--- src/rtl/adsr_envelope_if.sv ---
// rtl/adsr_envelope_if.sv - gate, rates, sample stream and envelope status bundle
interface adsr_envelope_if #(
   parameter int resolution_bits = 8,
   parameter int env_bits        = 8,
   parameter int rate_width      = 16
);
   logic                       gate;
   logic [resolution_bits-1:0] sample_in;
   logic [rate_width-1:0]      attack_rate;
   logic [rate_width-1:0]      decay_rate;
   logic [env_bits-1:0]        sustain_level;
   logic [rate_width-1:0]      release_rate;
   logic [resolution_bits-1:0] sample_out;
   logic [env_bits-1:0]        env_level;
   logic [2:0]                 stage;

   modport master (
      output gate, sample_in, attack_rate, decay_rate, sustain_level, release_rate,
      input  sample_out, env_level, stage
   );

   modport slave (
      input  gate, sample_in, attack_rate, decay_rate, sustain_level, release_rate,
      output sample_out, env_level, stage
   );
endinterface

--- src/rtl/adsr_envelope.sv ---
// rtl/adsr_envelope.sv - ADSR amplitude envelope applied to an unsigned sample stream
module adsr_envelope #(
   parameter int resolution_bits = 8,
   parameter int env_bits        = 8,
   parameter int rate_width      = 16
) (
   input  logic clk,
   input  logic reset,
   adsr_envelope_if.slave bus
);
   localparam logic [env_bits-1:0] env_max = '1;
   localparam int prod_bits = resolution_bits + env_bits;

   typedef enum logic [2:0] {
      IDLE    = 3'd0,
      ATTACK  = 3'd1,
      DECAY   = 3'd2,
      SUSTAIN = 3'd3,
      RELEASE = 3'd4
   } stage_e;

   stage_e                     state_q, state_d;
   logic [env_bits-1:0]        env_q, env_d;
   logic [rate_width-1:0]      rate_cnt_q, rate_cnt_d;
   logic [resolution_bits-1:0] sample_q, sample_d;
   logic [rate_width-1:0]      active_rate;
   logic                       counting;
   logic                       tick;
   logic [prod_bits-1:0]       product;
   logic [env_bits-1:0]        prod_unused;

   always_ff @(posedge clk) begin
      if (!reset) begin
         state_q    <= IDLE;
         env_q      <= '0;
         rate_cnt_q <= '0;
         sample_q   <= '0;
      end else begin
         state_q    <= state_d;
         env_q      <= env_d;
         rate_cnt_q <= rate_cnt_d;
         sample_q   <= sample_d;
      end
   end

   // Only the stepping stages run the prescaler; IDLE and SUSTAIN never tick.
   always_comb begin
      active_rate = '0;
      counting    = 1'b0;
      case (state_q)
         ATTACK:  begin active_rate = bus.attack_rate;  counting = 1'b1; end
         DECAY:   begin active_rate = bus.decay_rate;   counting = 1'b1; end
         RELEASE: begin active_rate = bus.release_rate; counting = 1'b1; end
         default: begin active_rate = '0;               counting = 1'b0; end
      endcase
      tick = counting && (rate_cnt_q == active_rate);
   end

   always_comb begin
      state_d = state_q;
      env_d   = env_q;
      case (state_q)
         IDLE: begin
            if (bus.gate) state_d = ATTACK;
         end
         ATTACK: begin
            if (!bus.gate)            state_d = RELEASE;
            else if (env_q == env_max) state_d = DECAY;
            else if (tick)             env_d   = env_q + env_bits'(1);
         end
         DECAY: begin
            if (!bus.gate)                       state_d = RELEASE;
            else if (env_q <= bus.sustain_level) state_d = SUSTAIN;
            else if (tick)                        env_d   = env_q - env_bits'(1);
         end
         SUSTAIN: begin
            if (!bus.gate) state_d = RELEASE;
         end
         RELEASE: begin
            // Retrigger resumes from the current level rather than restarting at 0.
            if (bus.gate)          state_d = ATTACK;
            else if (env_q == '0)  state_d = IDLE;
            else if (tick)         env_d   = env_q - env_bits'(1);
         end
         default: begin
            state_d = IDLE;
            env_d   = '0;
         end
      endcase

      if ((state_d != state_q) || !counting || tick) rate_cnt_d = '0;
      else                                           rate_cnt_d = rate_cnt_q + rate_width'(1);
   end

   always_comb begin
      product = {{env_bits{1'b0}}, bus.sample_in} * {{resolution_bits{1'b0}}, env_q};
      {sample_d, prod_unused} = product;
   end

   assign bus.sample_out = sample_q;
   assign bus.env_level  = env_q;
   assign bus.stage      = state_q;
endmodule

--- src/flat_wrapper.sv ---
// flat-port wrapper written by rule: the top's interface ports become plain ports
module adsr_envelope_flat 
#(
   parameter int resolution_bits = 8,
   parameter int env_bits        = 8,
   parameter int rate_width      = 16
)
  (clk, reset, bus_gate, bus_sample_in, bus_attack_rate, bus_decay_rate, bus_sustain_level, bus_release_rate, bus_sample_out, bus_env_level, bus_stage);
  adsr_envelope_if #(.resolution_bits(resolution_bits), .env_bits(env_bits), .rate_width(rate_width)) bus_i ();
  input  logic clk;
  input  logic reset;
  input wire logic [$bits(bus_i.gate)-1:0] bus_gate;
  input wire logic [$bits(bus_i.sample_in)-1:0] bus_sample_in;
  input wire logic [$bits(bus_i.attack_rate)-1:0] bus_attack_rate;
  input wire logic [$bits(bus_i.decay_rate)-1:0] bus_decay_rate;
  input wire logic [$bits(bus_i.sustain_level)-1:0] bus_sustain_level;
  input wire logic [$bits(bus_i.release_rate)-1:0] bus_release_rate;
  output wire logic [$bits(bus_i.sample_out)-1:0] bus_sample_out;
  output wire logic [$bits(bus_i.env_level)-1:0] bus_env_level;
  output wire logic [$bits(bus_i.stage)-1:0] bus_stage;
  assign bus_i.gate = bus_gate;
  assign bus_i.sample_in = bus_sample_in;
  assign bus_i.attack_rate = bus_attack_rate;
  assign bus_i.decay_rate = bus_decay_rate;
  assign bus_i.sustain_level = bus_sustain_level;
  assign bus_i.release_rate = bus_release_rate;
  assign bus_sample_out = bus_i.sample_out;
  assign bus_env_level = bus_i.env_level;
  assign bus_stage = bus_i.stage;
  adsr_envelope #(.resolution_bits(resolution_bits), .env_bits(env_bits), .rate_width(rate_width)) u_core (.clk(clk), .reset(reset), .bus(bus_i));
endmodule
--- config.mk ---
export PLATFORM = sky130hd
export DESIGN_NAME = adsr_envelope_flat
export DESIGN_NICKNAME = d
export VERILOG_FILES = /design/src/rtl/adsr_envelope_if.sv /design/src/rtl/adsr_envelope.sv /design/src/flat_wrapper.sv
export SDC_FILE = /design/constraint.sdc
export NUM_CORES = 1
export LEC_CHECK = 0
export ABC_AREA = 0
export BUFFER_PORTS_ARGS = -buffer_cell sky130_fd_sc_hd__buf_2
export CAP_MARGIN = 20
export CORE_ASPECT_RATIO = 1.25
export CORE_MARGIN = 4
export CORE_UTILIZATION = 25
export DETAILED_ROUTE_END_ITERATION = 16
export GPL_TIMING_DRIVEN = 0
export HOLD_SLACK_MARGIN = 0.02
export PLACE_DENSITY = 0.49
export REMOVE_ABC_BUFFERS = 1
export SYNTH_ARGS = -nofsm -noshare
export SYNTH_HDL_FRONTEND = slang
export SYNTH_SLANG_ARGS = --single-unit
--- constraint.sdc ---
create_clock -name clk -period 5.6 [get_ports clk]
set_input_delay 0.28 -clock clk [delete_from_list [all_inputs] [get_ports clk]]
set_output_delay 0.28 -clock clk [all_outputs]
set_load 0.01 [all_outputs]
# ---- Word-level counts from Yosys, hierarchy flattened
# Cells that the tools add are included.
dict set report word_totals {
  reg_bits 35
  inputBits 67
  output_inout_bits 19
  wordCells 55
}
dict set report op_classes {
  addsub 3
  n_mul 1
  n_lt_le_gt_ge 1
  eq_ne 14
  mux 20
  bitwise_logic 2
  n_reduce_logical 10
}
# cell count
set op_table {}
lappend op_table {{2-to-1 mux 8 bit} 8}
lappend op_table {{one-hot mux 16 bit (3 select lines)} 1}
lappend op_table {{one-hot mux 8 bit (4 select lines)} 1}
lappend op_table {{2-to-1 mux 3 bit} 8}
lappend op_table {{adder 16 x 1 -> 16 bit, second input constant} 1}
lappend op_table {{== test 16 bit} 1}
lappend op_table {{multiplier 8 x 8 -> 16 bit} 1}
lappend op_table {{one-hot mux 3 bit (5 select lines)} 1}
lappend op_table {{!= test 2 bit, second input constant} 6}
lappend op_table {{adder 8 x 1 -> 8 bit, second input constant} 1}
lappend op_table {{== test 8 bit, second input constant} 1}
lappend op_table {{<= comparator 8 bit} 1}
lappend op_table {{logical NOT 8 bit} 1}
lappend op_table {{AND reduction 8 bit} 1}
lappend op_table {{subtractor 8 x 1 -> 8 bit, second input constant} 1}
lappend op_table {{== test 3 x 2 -> 1 bit, second input constant} 2}
lappend op_table {{OR reduction 2 bit} 2}
lappend op_table {{== test 3 x 1 -> 1 bit, second input constant} 1}
lappend op_table {{== test 3 bit, second input constant} 1}
lappend op_table {{logical NOT 3 bit} 1}
lappend op_table {{!= test 3 bit} 1}
lappend op_table {{OR reduction 3 bit} 1}
lappend op_table {{logical OR 1 bit} 2}
lappend op_table {{!= test 2 x 1 -> 1 bit, second input constant} 1}
lappend op_table {{4 further kinds} 5}

# ---- Depth between registers and ports, before layout
# Gate-level depths: netlist (run 1).
dict set report logic_depth {
  ltp_word 8
  depth_mapped 18
  mapped_depth_nobuf 17
}

# ---- Worst setup path after synthesis (run 1)
# Ideal clock, no wire load.
dict set report synth_path {
  path_kind {register -> register}
  from {register u_core.env_q[6], in the netlist u_core.bus.env_level[6]}
  to {register u_core.sample_q[7], in the netlist u_core.bus.sample_out[7]}
  t_arrival_ps 4978
  required_ps 5485
  slack_ps 507
  stages_incl_launch_ff 17
  n_path_buf 1
  period_less_slack_ps 5093
  cell_sequence {dfxtp_1 clkbuf_1 and2_1 fa_1 fa_1 fa_1 inv_1 fa_1 inv_1 ha_1 a21o_1 a31o_2 a2111oi_1 nor3_1 a2111oi_0 xnor2_1 and2_1}
}
dict set report synth_between {
  elab_chain_len 1
}
# item line_no
set synth_lines {}
lappend synth_lines {{from (decl)} adsr_envelope.sv:23} ;# logic [env_bits-1:0] env_q, env_d;
lappend synth_lines {{from (signal assigned)} adsr_envelope.sv:40} ;# env_q <= env_d;
lappend synth_lines {{multiplier 8 x 8 -> 16 bit} adsr_envelope.sv:96} ;# product = {{env_bits{1'b0}}, bus.sample_in} * {{resolution_bits{1'b0}}, env_q};
lappend synth_lines {{to (signal assigned)} adsr_envelope.sv:42} ;# sample_q <= sample_d;
lappend synth_lines {{to (decl)} adsr_envelope.sv:25} ;# logic [resolution_bits-1:0] sample_q, sample_d;
# Every way passes these cells.
# A chain may end at the register's enable or synchronous reset.

# ---- Worst setup path after layout (run 1)
# Ends and elaborated chain as after synthesis.

==> run summary, run 1 <==
The flow ran to the end, and the final reports show no timing, DRC or antenna violations. The DRC violations left is 0. CTS placed an instance of sky130_fd_sc_hd__clkbuf_16 at the clock tree root. The number of detailed-routing iterations run before antenna repair came out at 4. The worst path needs 5040 ps of the cycle, external delays included. Yosys mapped the design onto 59 distinct sky130hd cell types. In this run the critical register-to-register path is launched from u_core.bus.env_level[6]. The core region area came out at 0.0181 mm^2. The arrival time at the worst endpoint is 5220 ps. The worst register-to-register path ends at u_core.bus.sample_out[7]. Yosys printed 0 warnings. The worst setup slack after layout is 563 ps. STA classifies the critical path endpoint as a flip-flop. Clock-pin slew was measured on the worst setup and hold paths at 60 ps. The worst relative slew slack came out at 0.500. The power density relative to cell area is 122 mW/mm^2. The summed area of non-filler cells in the final layout is 0.00549 mm^2.

The netlist area before placement is 0.00461 mm^2. Each instance of the synthesized netlist takes up on average 8.72 um^2. The number of enable flip-flop cells after synthesis is 0. Of the cells placed in the final design, the portion with a size suffix greater than 1 is 0.185. The timing startpoint of the critical path is u_core.bus.env_level[6]. The via count is 4,013. The first global-routing pass estimated 20,200 um of wire.

Measured on the finished design, the core utilization comes to 0.303. The analysis attributes to cell leakage a power of 2.68 nW. The TritonCTS buffer count is 5. The max-capacitance violation count came out at 0. The number of setup buffers added after CTS is 0. The via count of the first global-routing pass came out at 4,192. Clock latency on the worst-skew pair, taken at its later pin, is 290 ps. For this design the top-level I/O count stands at 86. The post-placement cell area is 0.00530 mm^2. The die is 130 um wide.

The minimum setup slack after placement is 172 ps. The share of the Yosys chip area taken by registers is 0.152. The half-perimeter wire length after detailed placement came out at 9630 um. The highest attainable clock frequency is 199 MHz. The final hold violation count came out at 0. Entering global routing, the biggest net connects 38 pins. The number of levels the H-tree was split into came out at 2. The die extent in y is 160 um. Synthesis produced 529 cells. TritonCTS built the clock tree.

The worst hold path belongs to the class in -> reg. Global routing finished with a remaining overflow of 0. The number of rows in the core area came out at 55. The post-synthesis register bit count came out at 35. Wires add up to 11,800 um. The die footprint came out at 0.0207 mm^2. The setup total negative slack is 0 ps. The count of buffers from port buffering is 85. Counting instances in the post-synthesis netlist gives the leading cell types as 63 x sky130_fd_sc_hd__and2_1, 55 x sky130_fd_sc_hd__inv_1, 48 x sky130_fd_sc_hd__ha_1. In the post-synthesis netlist, the biggest area contributors are sky130_fd_sc_hd__fa_1 16%, sky130_fd_sc_hd__dfxtp_1 15%, sky130_fd_sc_hd__ha_1 13%, sky130_fd_sc_hd__and2_1 8.5%, sky130_fd_sc_hd__inv_1 4.5%. The largest fanout on the critical path is 14.

CTS saw 35 sinks. The data required time of the worst path came out at 5780 ps. The number of antenna violations at the first check in global routing came to 0. The largest clock skew in the final design came out at 8.66 ps. The area share of the largest cell type after synthesis is 0.156. For the pin with the worst max-slew slack, the measured transition is 748 ps. The leading cell type by number of instances after synthesis is sky130_fd_sc_hd__and2_1.

Following the worst setup path forward leads to its endpoint at u_core.bus.sample_out[7]. The power consumption came out at 0.000668 W. The via count normalized by instance count came out at 4.84. The async set-or-reset flop fraction in the synthesized netlist is 0.

The launching element type of the critical path is a flip-flop. For this run, the total global-route usage over all layers was measured as 0.119. The final estimated routing congestion in global placement is 0.821. The clock passes through at most 2 buffers. After detailed routing, the average wire length per cell comes to 14.2 um. Setup repair after global routing left no endpoint under its margin. The layout overhead on the synthesized area is 18.9%. The cell depth of the worst flop-to-flop path is 15.

The most used flip-flop cell after synthesis is sky130_fd_sc_hd__dfxtp_1. The antenna diode count is 0. The share of the clock period used by the worst path after layout is 0.899. The number of slew-limit violations in the final report is 0. sky130_fd_sc_hd__fa_1 takes more of the synthesized area than any other cell. The peak ir drop on the vdd network came out at 0.000106 V.

The register-to-register setup slack came out at 560 ps. The post-route antenna net violation count is 0. Setup violations remaining at the end of the flow were counted as 0. The initial core utilization came out at 0.255. The DRC violation total after the first TritonRoute iteration came out at 115. The critical path is of the reg -> reg type. The total number of nets in the final design is 751.
## routing by layer
metal | vias to the layer above | part of all wire | global-route usage
met2 | 104 | 0.49 | 0.210
met3 | 10 | 0.049 | 0.0224
met4 | 0 | 0.015 | 0.0269
met5 | - | 0 | 0
met1 | 1914 | 0.44 | 0.151
li1 | 1985 | - | -
## placed cells by master, fill, tap and decap left out, types with 5 or more instances in the layout
| master | n |
|---|---|
| sky130_fd_sc_hd__buf_2 | 85 |
| sky130_fd_sc_hd__and2_1 | 63 |
| sky130_fd_sc_hd__inv_1 | 55 |
| sky130_fd_sc_hd__ha_1 | 48 |
| sky130_fd_sc_hd__fa_1 | 36 |
| sky130_fd_sc_hd__dfxtp_1 | 29 |
| sky130_fd_sc_hd__nor2_1 | 27 |
| sky130_fd_sc_hd__nand2_1 | 22 |
| sky130_fd_sc_hd__xnor2_1 | 19 |
| sky130_fd_sc_hd__a21oi_1 | 18 |
| sky130_fd_sc_hd__nand4bb_1 | 17 |
| sky130_fd_sc_hd__xor2_1 | 16 |
| sky130_fd_sc_hd__nor2b_1 | 14 |
| sky130_fd_sc_hd__nand4_1 | 13 |
| sky130_fd_sc_hd__o21ai_0 | 9 |
| sky130_fd_sc_hd__and3_1 | 9 |
| sky130_fd_sc_hd__a31oi_1 | 8 |
| sky130_fd_sc_hd__nand3_1 | 8 |
| sky130_fd_sc_hd__or4bb_1 | 7 |
| sky130_fd_sc_hd__and4_1 | 6 |
| sky130_fd_sc_hd__a21o_1 | 6 |
| sky130_fd_sc_hd__a22o_1 | 6 |
| sky130_fd_sc_hd__dfxtp_2 | 6 |
| sky130_fd_sc_hd__a222oi_1 | 5 |
| sky130_fd_sc_hd__clkbuf_16 | 5 |
## power breakdown
part | internal, W | switching, W | leakage, nW
clock network | 0.000212 | 0.000119 | 0.0844
registers | 0.000250 | 0.00000343 | 0.285
logic | 0.0000405 | 0.0000424 | 2.31
## area by class of cell
type	instances	area [um^2]
fill	1920	12600
multi-input combinational	415	3600
sequential	35	708
timing repair buffer	88	508
tap	228	285
inverter	55	206
clock buffer	5	125
clock inverter	3	47.5
## logic make-up (layout without fill, tap and decap cells)
| logic type | Yosys count | after routing | share of synthesized area |
|---|---|---|---|
| and+or+nand+nor | 219 | 219 | 0.305 |
| DFF | 35 | 35 | 0.152 |
| muxes | 4 | 4 | 0.00922 |
| AOI/OAI and AO/OA | 73 | 73 | 0.113 |
| buffers and inverters | 79 | 151 | 0.0678 |
| adders and majority gates | 84 | 84 | 0.286 |
| xor gates and xnor gates | 35 | 35 | 0.0664 |
## timing repair
item	4_1_cts	5_1_grt
endpoints found under the setup margin	0	1
hold buffers	0	0
hold endpoints to repair	0	0
resized for setup	0	7
## state kept, by name, indices dropped and copies added, names as in the netlist
signal and count:
u_core.rate_cnt_q 16, u_core.bus.env_level 8, u_core.bus.stage 3, u_core.bus.sample_out 8
## stage by stage
step                      hold WS, ps  instances
final                             223        829
after global routing              235        829
after CTS                         214        829
after detailed placement          513        821
after global placement            511        818
after floorplan                   355        505
## critical path: stages, from the launching register on
cell and delay (ps):
sky130_fd_sc_hd__dfxtp_2 490, sky130_fd_sc_hd__and2_1 200, sky130_fd_sc_hd__fa_1 440, sky130_fd_sc_hd__fa_1 520, sky130_fd_sc_hd__fa_1 540, sky130_fd_sc_hd__inv_1 50
sky130_fd_sc_hd__fa_1 520, sky130_fd_sc_hd__inv_1 40, sky130_fd_sc_hd__ha_1 340, sky130_fd_sc_hd__a21o_1 180, sky130_fd_sc_hd__a31o_2 230, sky130_fd_sc_hd__a2111oi_2 510
sky130_fd_sc_hd__nor3_1 120, sky130_fd_sc_hd__a2111oi_0 480, sky130_fd_sc_hd__xnor2_1 100, sky130_fd_sc_hd__and2_1 160
## worst min-delay path by stage
stage                              start                    to  slack (ps)  depth (start not counted)
global placement    u_core.rate_cnt_q[9]  u_core.rate_cnt_q[9]         510                          2
finish                          bus_gate   u_core.bus.stage[2]         220                          2
CTS                             bus_gate   u_core.bus.stage[2]         210                          2
global route                    bus_gate   u_core.bus.stage[2]         240                          2
detailed placement  u_core.rate_cnt_q[0]  u_core.rate_cnt_q[0]         510                          1
floorplan                       bus_gate   u_core.bus.stage[2]         360                          1
No activity file was read; power rests on OpenSTA's default activity.
==> run 2, diff against run 1 <==
- CORE_UTILIZATION: 25 -> 58
- PLACE_DENSITY: 0.49 -> 0.9
==> run 2 against run 1 <==
  * Maximum frequency shrank 4.6%
  * Register-to-register slack lost 240 ps
  * Critical path depth did not move
  * First-iteration DRC count up 140%
  * Via count is 5.2% higher
  * Non-clock buffer count is the same
  * Sequential cell count did not move
  * Largest cell class unchanged
  * Largest power group is now sequential cells
==> run summary, run 2 (synthesis gave the netlist of run 1 again) <==
The data required time of the worst path is 5810 ps. The clock period minus final worst setup slack came out at 5280 ps. In this run, post-CTS hold repair placed 0 buffers.

Ranked by flip-flop count, first place goes to u_core.rate_cnt_q. The proportion of power drawn by combinational gates came out at 0.151. The via count is 4,220. After the first detailed-routing iteration, the DRC count stood at 276. The buffers inserted during post-CTS setup optimization is 0.

Setup repair after global routing left no endpoint under its margin. The worst setup path is captured at a flip-flop. The library cell used most frequently in the layout, excluding fill and tap cells, is sky130_fd_sc_hd__buf_2. The part of the power in the clock network is 0.383. The total number of nets in the final design is 751. The clock edge transition at the registers on the reported setup and hold paths came out at 80 ps. The highest attainable clock frequency came out at 189 MHz. Entering global routing, the biggest net connects 45 pins.

The setup violation total in the final timing report came out at 0. The deepest clock path buffer count came out at 2. The power density relative to cell area came out at 104 mW/mm^2. The flip-flop count of the largest register, all copies and words added came out at 16. The maximum cell stage delay along the critical path is 670 ps.

Traced cell by cell, the critical path runs through and2_1 -> fa_1 -> fa_1 -> fa_1 -> inv_1 -> fa_1 -> inv_1 -> ha_1 -> a21o_1 -> a31o_2 -> a2111oi_2 -> nor3_1 -> a2111oi_0 -> xnor2_1 -> and2_1. The number of primary I/O pins came out at 86. Relative to the synthesized area, the layout overhead comes to 13.6%. The cell that appears most often on the critical path is sky130_fd_sc_hd__fa_1.

The global router's overall resource usage came out at 0.246. The number of detailed-routing iterations run before antenna repair is 6. The die footprint came out at 0.00945 mm^2.

For the worst setup path, the data arrival time is 5490 ps. The slew at the pin with the worst max-slew slack came out at 803 ps. The post-placement cell area is 0.00508 mm^2. The setup total negative slack came out at 0 ps.

In the final layout, the share of cells above drive strength 1 is 0.181. The floorplan step set the die height to 108 um. The via count of the first global-routing pass is 4,409.

The later-pin clock latency in the skew report came out at 310 ps. The core region is 0.00779 mm^2. The run finished with clean final reports. Measured against its own limit, the worst slew margin works out to 0.464. The largest fanout on the critical path is 14. For this design the static power due to leakage is 2.64 nW.

The sum of routed wire length over all layers is 11,500 um. The final estimated routing congestion in global placement is 0.855. Of the total power, the share spent switching nets is 0.281. The post-route antenna net violation count is 0.

Summed over all nets, the switching power comes to 0.000153 W. The via count normalized by instance count came out at 6.06. The number of antenna violations at the first check in global routing came out at 0. The highest-delay cell along the critical path is sky130_fd_sc_hd__dfxtp_1. The die width is 87.8 um. The number of slew-limit violations in the final report came to 0. The total overflow left after global routing is 0. The worst hold path belongs to the class in -> reg. Of the available clock period, the critical path in the final layout requires 0.943. The final hold violation count came out at 0. The summed area of non-filler cells in the final layout is 0.00524 mm^2.

The worst setup path is launched from a flip-flop. The count of buffers from port buffering came out at 85. The tool flagged a number of max-cap violations equal to 0.

Leaving out fill and tap cells, the most frequent cells in the layout are 85 x sky130_fd_sc_hd__buf_2, 63 x sky130_fd_sc_hd__and2_1, 55 x sky130_fd_sc_hd__inv_1. In this run the number of H-tree levels came out at 2. The first global-routing pass estimated 18,800 um of wire. The number of antenna diodes in the final layout is 0.

The peak ir drop on the vdd network came out at 0.000129 V. The part of the power in registers is 0.466. The number of rows in the core area came out at 36.

The total clock sinks came out at 35. The wire length per cell came out at 16.6 um. The clock tree root driver cell is sky130_fd_sc_hd__clkbuf_8.

Clock skew on the completed layout was measured at 3.43 ps. The half-perimeter wire length after detailed placement is 8600 um. The TritonCTS buffer count came out at 5. The CTS tree is built. The DRC violations left came out at 0. The type of the worst setup path is reg -> reg.

For this configuration, the core starts out at a cell density of 0.592. Cell internal power was estimated by the tool at 0.000390 W.
[run 2: changes by cell type in the layout (fill, tap and decap cells not counted), sizes merged]
cell / change
bufinv: -1
clkbuf: +1
clkinvlp: +1
inv: -1
[run 2: final cells by class]
type	instances	area [um^2]
Clock buffer	6	82.6
Sequential cell	35	706
Fill cell	596	2550
Tap cell	95	119
Multi-Input combinational cell	415	3600
Timing Repair Buffer	88	508
Clock inverter	2	16.3
Inverter	55	206
[run 2: routing by layer]
metal	track usage	vias to the layer above	routed length [um]
li1	-	1988	-
met1	0.264	2035	4280
met2	0.460	163	6140
met3	0.0475	34	725
met4	0.0987	0	382
met5	0	-	0
[run 2: worst paths after layout]
check | start | endpoint | slack, ps | depth (start not counted)
setup / recovery | u_core.bus.env_level[4] | u_core.bus.sample_out[7] | 320 | 15
hold reg to reg | u_core.rate_cnt_q[9] | u_core.rate_cnt_q[9] | 530 | 2
hold / removal | bus_gate | u_core.bus.stage[2] | 200 | 2
setup reg to reg | u_core.bus.env_level[4] | u_core.bus.sample_out[7] | 320 | 15
[run 2: timing repair]
item	4_1_cts	5_1_grt
endpoints found under the setup margin	0	1
hold endpoints to repair	0	0
resized for setup	0	5
[run 2: worst max-delay path, delay by kind of cell, from the launching register on]
family                   cells  cell delay (ps)
adder cells (fa/ha/maj)      5             2300
AND/OR/NAND/NOR              3              530
flip-flops                   1              670
XOR/XNOR                     1              120
AO/OA/AOI/OAI                4             1460
buffers and inverters        2              100
[run 2: power by group through the flow]
stage	Sequential [W]	Combinational (W)	Clock (W)
detailed placement	0.000260	0.0000777	0
global placement	0.000262	0.0000697	0
CTS	0.000254	0.0000783	0.000206
global route	0.000254	0.0000904	0.000218
floorplan	0.000260	0.0000353	0
finish	0.000253	0.0000818	0.000208
[run 2: metrics by stage]
stage	std cells	worst slack [ps]	util	total power (W)	hold slack, ps
after floorplan	505	618	-	0.000296	355
after global placement	685	229	0.648	0.000332	503
after detailed placement	686	90.9	0.652	0.000338	517
after CTS	694	22.7	0.664	0.000539	195
after global routing	696	17.6	0.673	0.000562	224
final	696	321	0.673	0.000543	198
==> run 3, diff against run 2 <==
--- a/config.mk
+++ b/config.mk
@@ -17,4 +17,5 @@
 export PLACE_DENSITY = 0.9
 export REMOVE_ABC_BUFFERS = 1
+export SLEW_MARGIN = 20
 export SYNTH_ARGS = -nofsm -noshare
 export SYNTH_HDL_FRONTEND = slang
==> constraint.sdc (replaced) <==
create_clock -name clk -period 5.6 [get_ports clk]
set_input_delay 0.28 -clock clk [delete_from_list [all_inputs] [get_ports clk]]
set_output_delay 0.28 -clock clk [all_outputs]
set_load 0.05 [all_outputs]
==> run 3 against run 2 <==
  * Final area decreased by 1.6%
  * Maximum frequency decreased by 0.33%
  * Register-to-register slack got worse by 20 ps
  * Via count decreased by 0.81%
  * Global-route usage decreased by 0.26 points
  * First-iteration DRC count decreased by 25%
  * Total power decreased by 2.0%
  * Clock power decreased by 4%
  * Routed wire length decreased by 4.5%
  * Critical path type unchanged
  * Largest cell class unchanged
  * Highest routed layer unchanged
==> run summary, run 3 (synthesis gave the netlist of run 1 again) <==
The layout filler cell count is 628. Setup repair after global routing left no endpoint under its margin. The final estimated routing congestion in global placement is 0.855. The number of detailed-routing iterations run before antenna repair is 4. The global router's overall resource usage is 0.243.

The via count is 4,186. Dividing the detail-routed wire length by the instance count gives 15.9 um. The run finished with clean final reports.

The share of the clock period used by the worst path after layout is 0.946. The core region area came out at 0.00779 mm^2. The initial core utilization came out at 0.592. The critical path goes through and2_1 -> fa_1 -> fa_1 -> fa_1 -> inv_1 -> fa_1 -> inv_1 -> ha_1 -> a21o_1 -> a31o_2 -> a2111oi_2 -> nor3_1 -> a2111oi_0 -> xnor2_1 -> and2_1.

The die is 108 um tall. In this run, CTS created clock tree buffers numbering 5. After clock tree synthesis, the clock-pin slew on the worst setup and hold paths is 80 ps.

The register-to-register setup slack came out at 300 ps. The worst setup path is launched from a flip-flop. After routing, the total negative slack on setup checks comes to 0 ps.

The buffers inserted during post-CTS setup optimization is 0. The total clock sinks is 35. The sink of the worst hold path is u_core.bus.stage[2]. The number of antenna violations at the first check in global routing was 0.

The power consumption is 0.000532 W. For this design, the slowest cell found on the critical path is sky130_fd_sc_hd__dfxtp_1. Of the cells placed in the final design, the portion with a size suffix greater than 1 is 0.179.

The largest delay contributor family on the critical path is adder cells. The timing startpoint of the critical path is u_core.bus.env_level[3]. TritonCTS built the clock tree. The endpoint kind of the worst setup timing path is a flip-flop. The DRC violation total after the first TritonRoute iteration came out at 208. The reg-to-reg critical path endpoint is u_core.bus.sample_out[7]. The half-perimeter wire length after detailed placement came out at 8540 um. The max-capacitance violation count is 0. The worst setup slack after layout is 304 ps. Summed over all cells, the static leakage comes to 2.61 nW. The largest clock skew in the final design came out at 8.86 ps.

The longest clock path from root to sink contains 2 buffers. Summed over all nets, the switching power comes to 0.000145 W. The number of primary I/O pins is 86.

The slew at the pin with the worst max-slew slack is 774 ps. Of the total power, combinational logic draws 0.142. The later-pin clock latency in the skew report came out at 300 ps. The pin count of the biggest net entering global routing is 53. In this run the tightest slew margin relative to its limit is 0.479.

The instance count after placement with tap cells included came out at 685. The die covers 0.00945 mm^2. Dividing the detail-routed via count by the number of cells gives 6.04. The hold-critical path depth is 2. The non-filler instance count after layout is 693.

The cell depth of the worst flop-to-flop path came out at 15. Summed over all layers, the global routing overflow is 0. Summing all multi-input logic gate instances after layout gives 0.00360 mm^2. Buffers inserted to repair hold after CTS numbered 0. In this run the critical register-to-register path is launched from u_core.bus.env_level[3]. The clock period could shrink to 5300 ps. The DRC violations left is 0. Leaving out fill and tap cells, the most frequent cells in the layout are 85 x sky130_fd_sc_hd__buf_2, 63 x sky130_fd_sc_hd__and2_1, 55 x sky130_fd_sc_hd__inv_1. The final hold violation count came out at 0. The type of the worst setup path is reg -> reg. The maximum cell stage delay along the critical path came out at 690 ps. The most numerous cell type found on the critical path is sky130_fd_sc_hd__fa_1. In this run the most critical hold path is launched from bus_gate. Of the total power, the clock network draws 0.376. The flip-flop count of the largest register, all copies and words added came out at 16. Of the total power, the share spent switching nets is 0.272. In this run the horizontal extent of the chip is 87.8 um.

From synthesis to final layout, the design area changed by 11.9%. The class of the worst hold path is in -> reg. Leaving out fill and tap cells, the most frequent cell in the layout is sky130_fd_sc_hd__buf_2.

The internal cell power came out at 0.000387 W. After floorplanning, the core was divided into 36 placement rows. Data on the critical path is required at its endpoint by 5790 ps. The antenna diode count came out at 0. The via count of the first global-routing pass came out at 4,255. The number of slew-limit violations in the final report came out at 0. The clock tree root driver cell is sky130_fd_sc_hd__clkbuf_8. The part of the power in registers is 0.482. The number of levels the H-tree was split into is 2. The post-route antenna net violation count is 0. Along the worst path, the maximum fanout reaches 14.

The arrival time at the worst endpoint came out at 5480 ps. Across the whole layout, storage elements account for 707 um^2. IR analysis of the VDD net gives a maximum drop of 0.0000999 V.

The global-route wire length before repair came out at 18,500 um. The sum of routed wire length over all layers came out at 11,000 um. The count of buffers from port buffering is 85. The register ranked first by flip-flop count is u_core.rate_cnt_q.

The minimum setup slack after placement is 116 ps. The setup violation total in the final timing report is 0. The total number of nets in the final design came out at 748.

The count of buffer and inverter cells on the critical path came out at 2. The highest attainable clock frequency came out at 189 MHz. The power density relative to cell area came out at 103 mW/mm^2.
-- run 3: cell types whose count changed in the layout (fill, tap and decap cells not counted), sizes merged --
cell / change
buf: -3
-- run 3: power by group through the flow --
stage                     registers [W]  clock network [W]  logic [W]
after detailed placement       0.000262                  0  0.0000749
after global routing           0.000258           0.000212  0.0000839
after CTS                      0.000257           0.000202  0.0000755
after floorplan                0.000262                  0  0.0000354
after global placement         0.000262                  0  0.0000716
final                          0.000257           0.000200  0.0000755
-- run 3: how the worst max path moves through the flow --
stage	to	slack, ps	cells past startpoint
3_3_place_gp	u_core.bus.sample_out[7]	230	15
5_1_grt	u_core.bus.sample_out[7]	20	15
6_report	u_core.bus.sample_out[7]	300	15
4_1_cts	u_core.bus.sample_out[7]	100	15
3_5_place_dp	u_core.bus.sample_out[7]	120	15
2_1_floorplan	u_core.bus.sample_out[7]	320	15
-- run 3: metal layers --
layer | vias to the layer above | GRT usage | share of wire
met5 | - | 0 | 0
met4 | 0 | 0.103 | 0.034
met3 | 40 | 0.0299 | 0.055
li1 | 1976 | - | -
met1 | 2020 | 0.270 | 0.38
met2 | 150 | 0.455 | 0.53
-- run 3: through the flow --
stage,area [um^2],hold WS [ps],utilization
after detailed placement,5050,516,0.648
after floorplan,4510,355,-
after global routing,5160,211,0.662
after CTS,5150,200,0.661
after global placement,5050,503,0.648
final,5160,206,0.662
-- run 3: final cells by class --
class / count / area share
inverters: 55 / 0.0400
well taps: 95 / 0.0230
flip-flops and latches: 35 / 0.137
multi-input cells: 415 / 0.698
clock buffers: 6 / 0.0160
repair buffers: 85 / 0.0824
clock inverters: 2 / 0.00315
-- run 3: timing repair --
action / in CTS / in global routing
setup endpoints to repair: 0 / 1
resized for setup: 0 / 3
endpoints found under the hold margin: 0 / 0
-- run 3: worst reg2reg max path: cells and delay by family (launching register included) --
family,cells,cell delay (ps)
fa+ha+maj,5,2330
flops,1,690
buf+inv,2,100
compound gates,4,1420
xor+xnor,1,110
simple gates,3,530
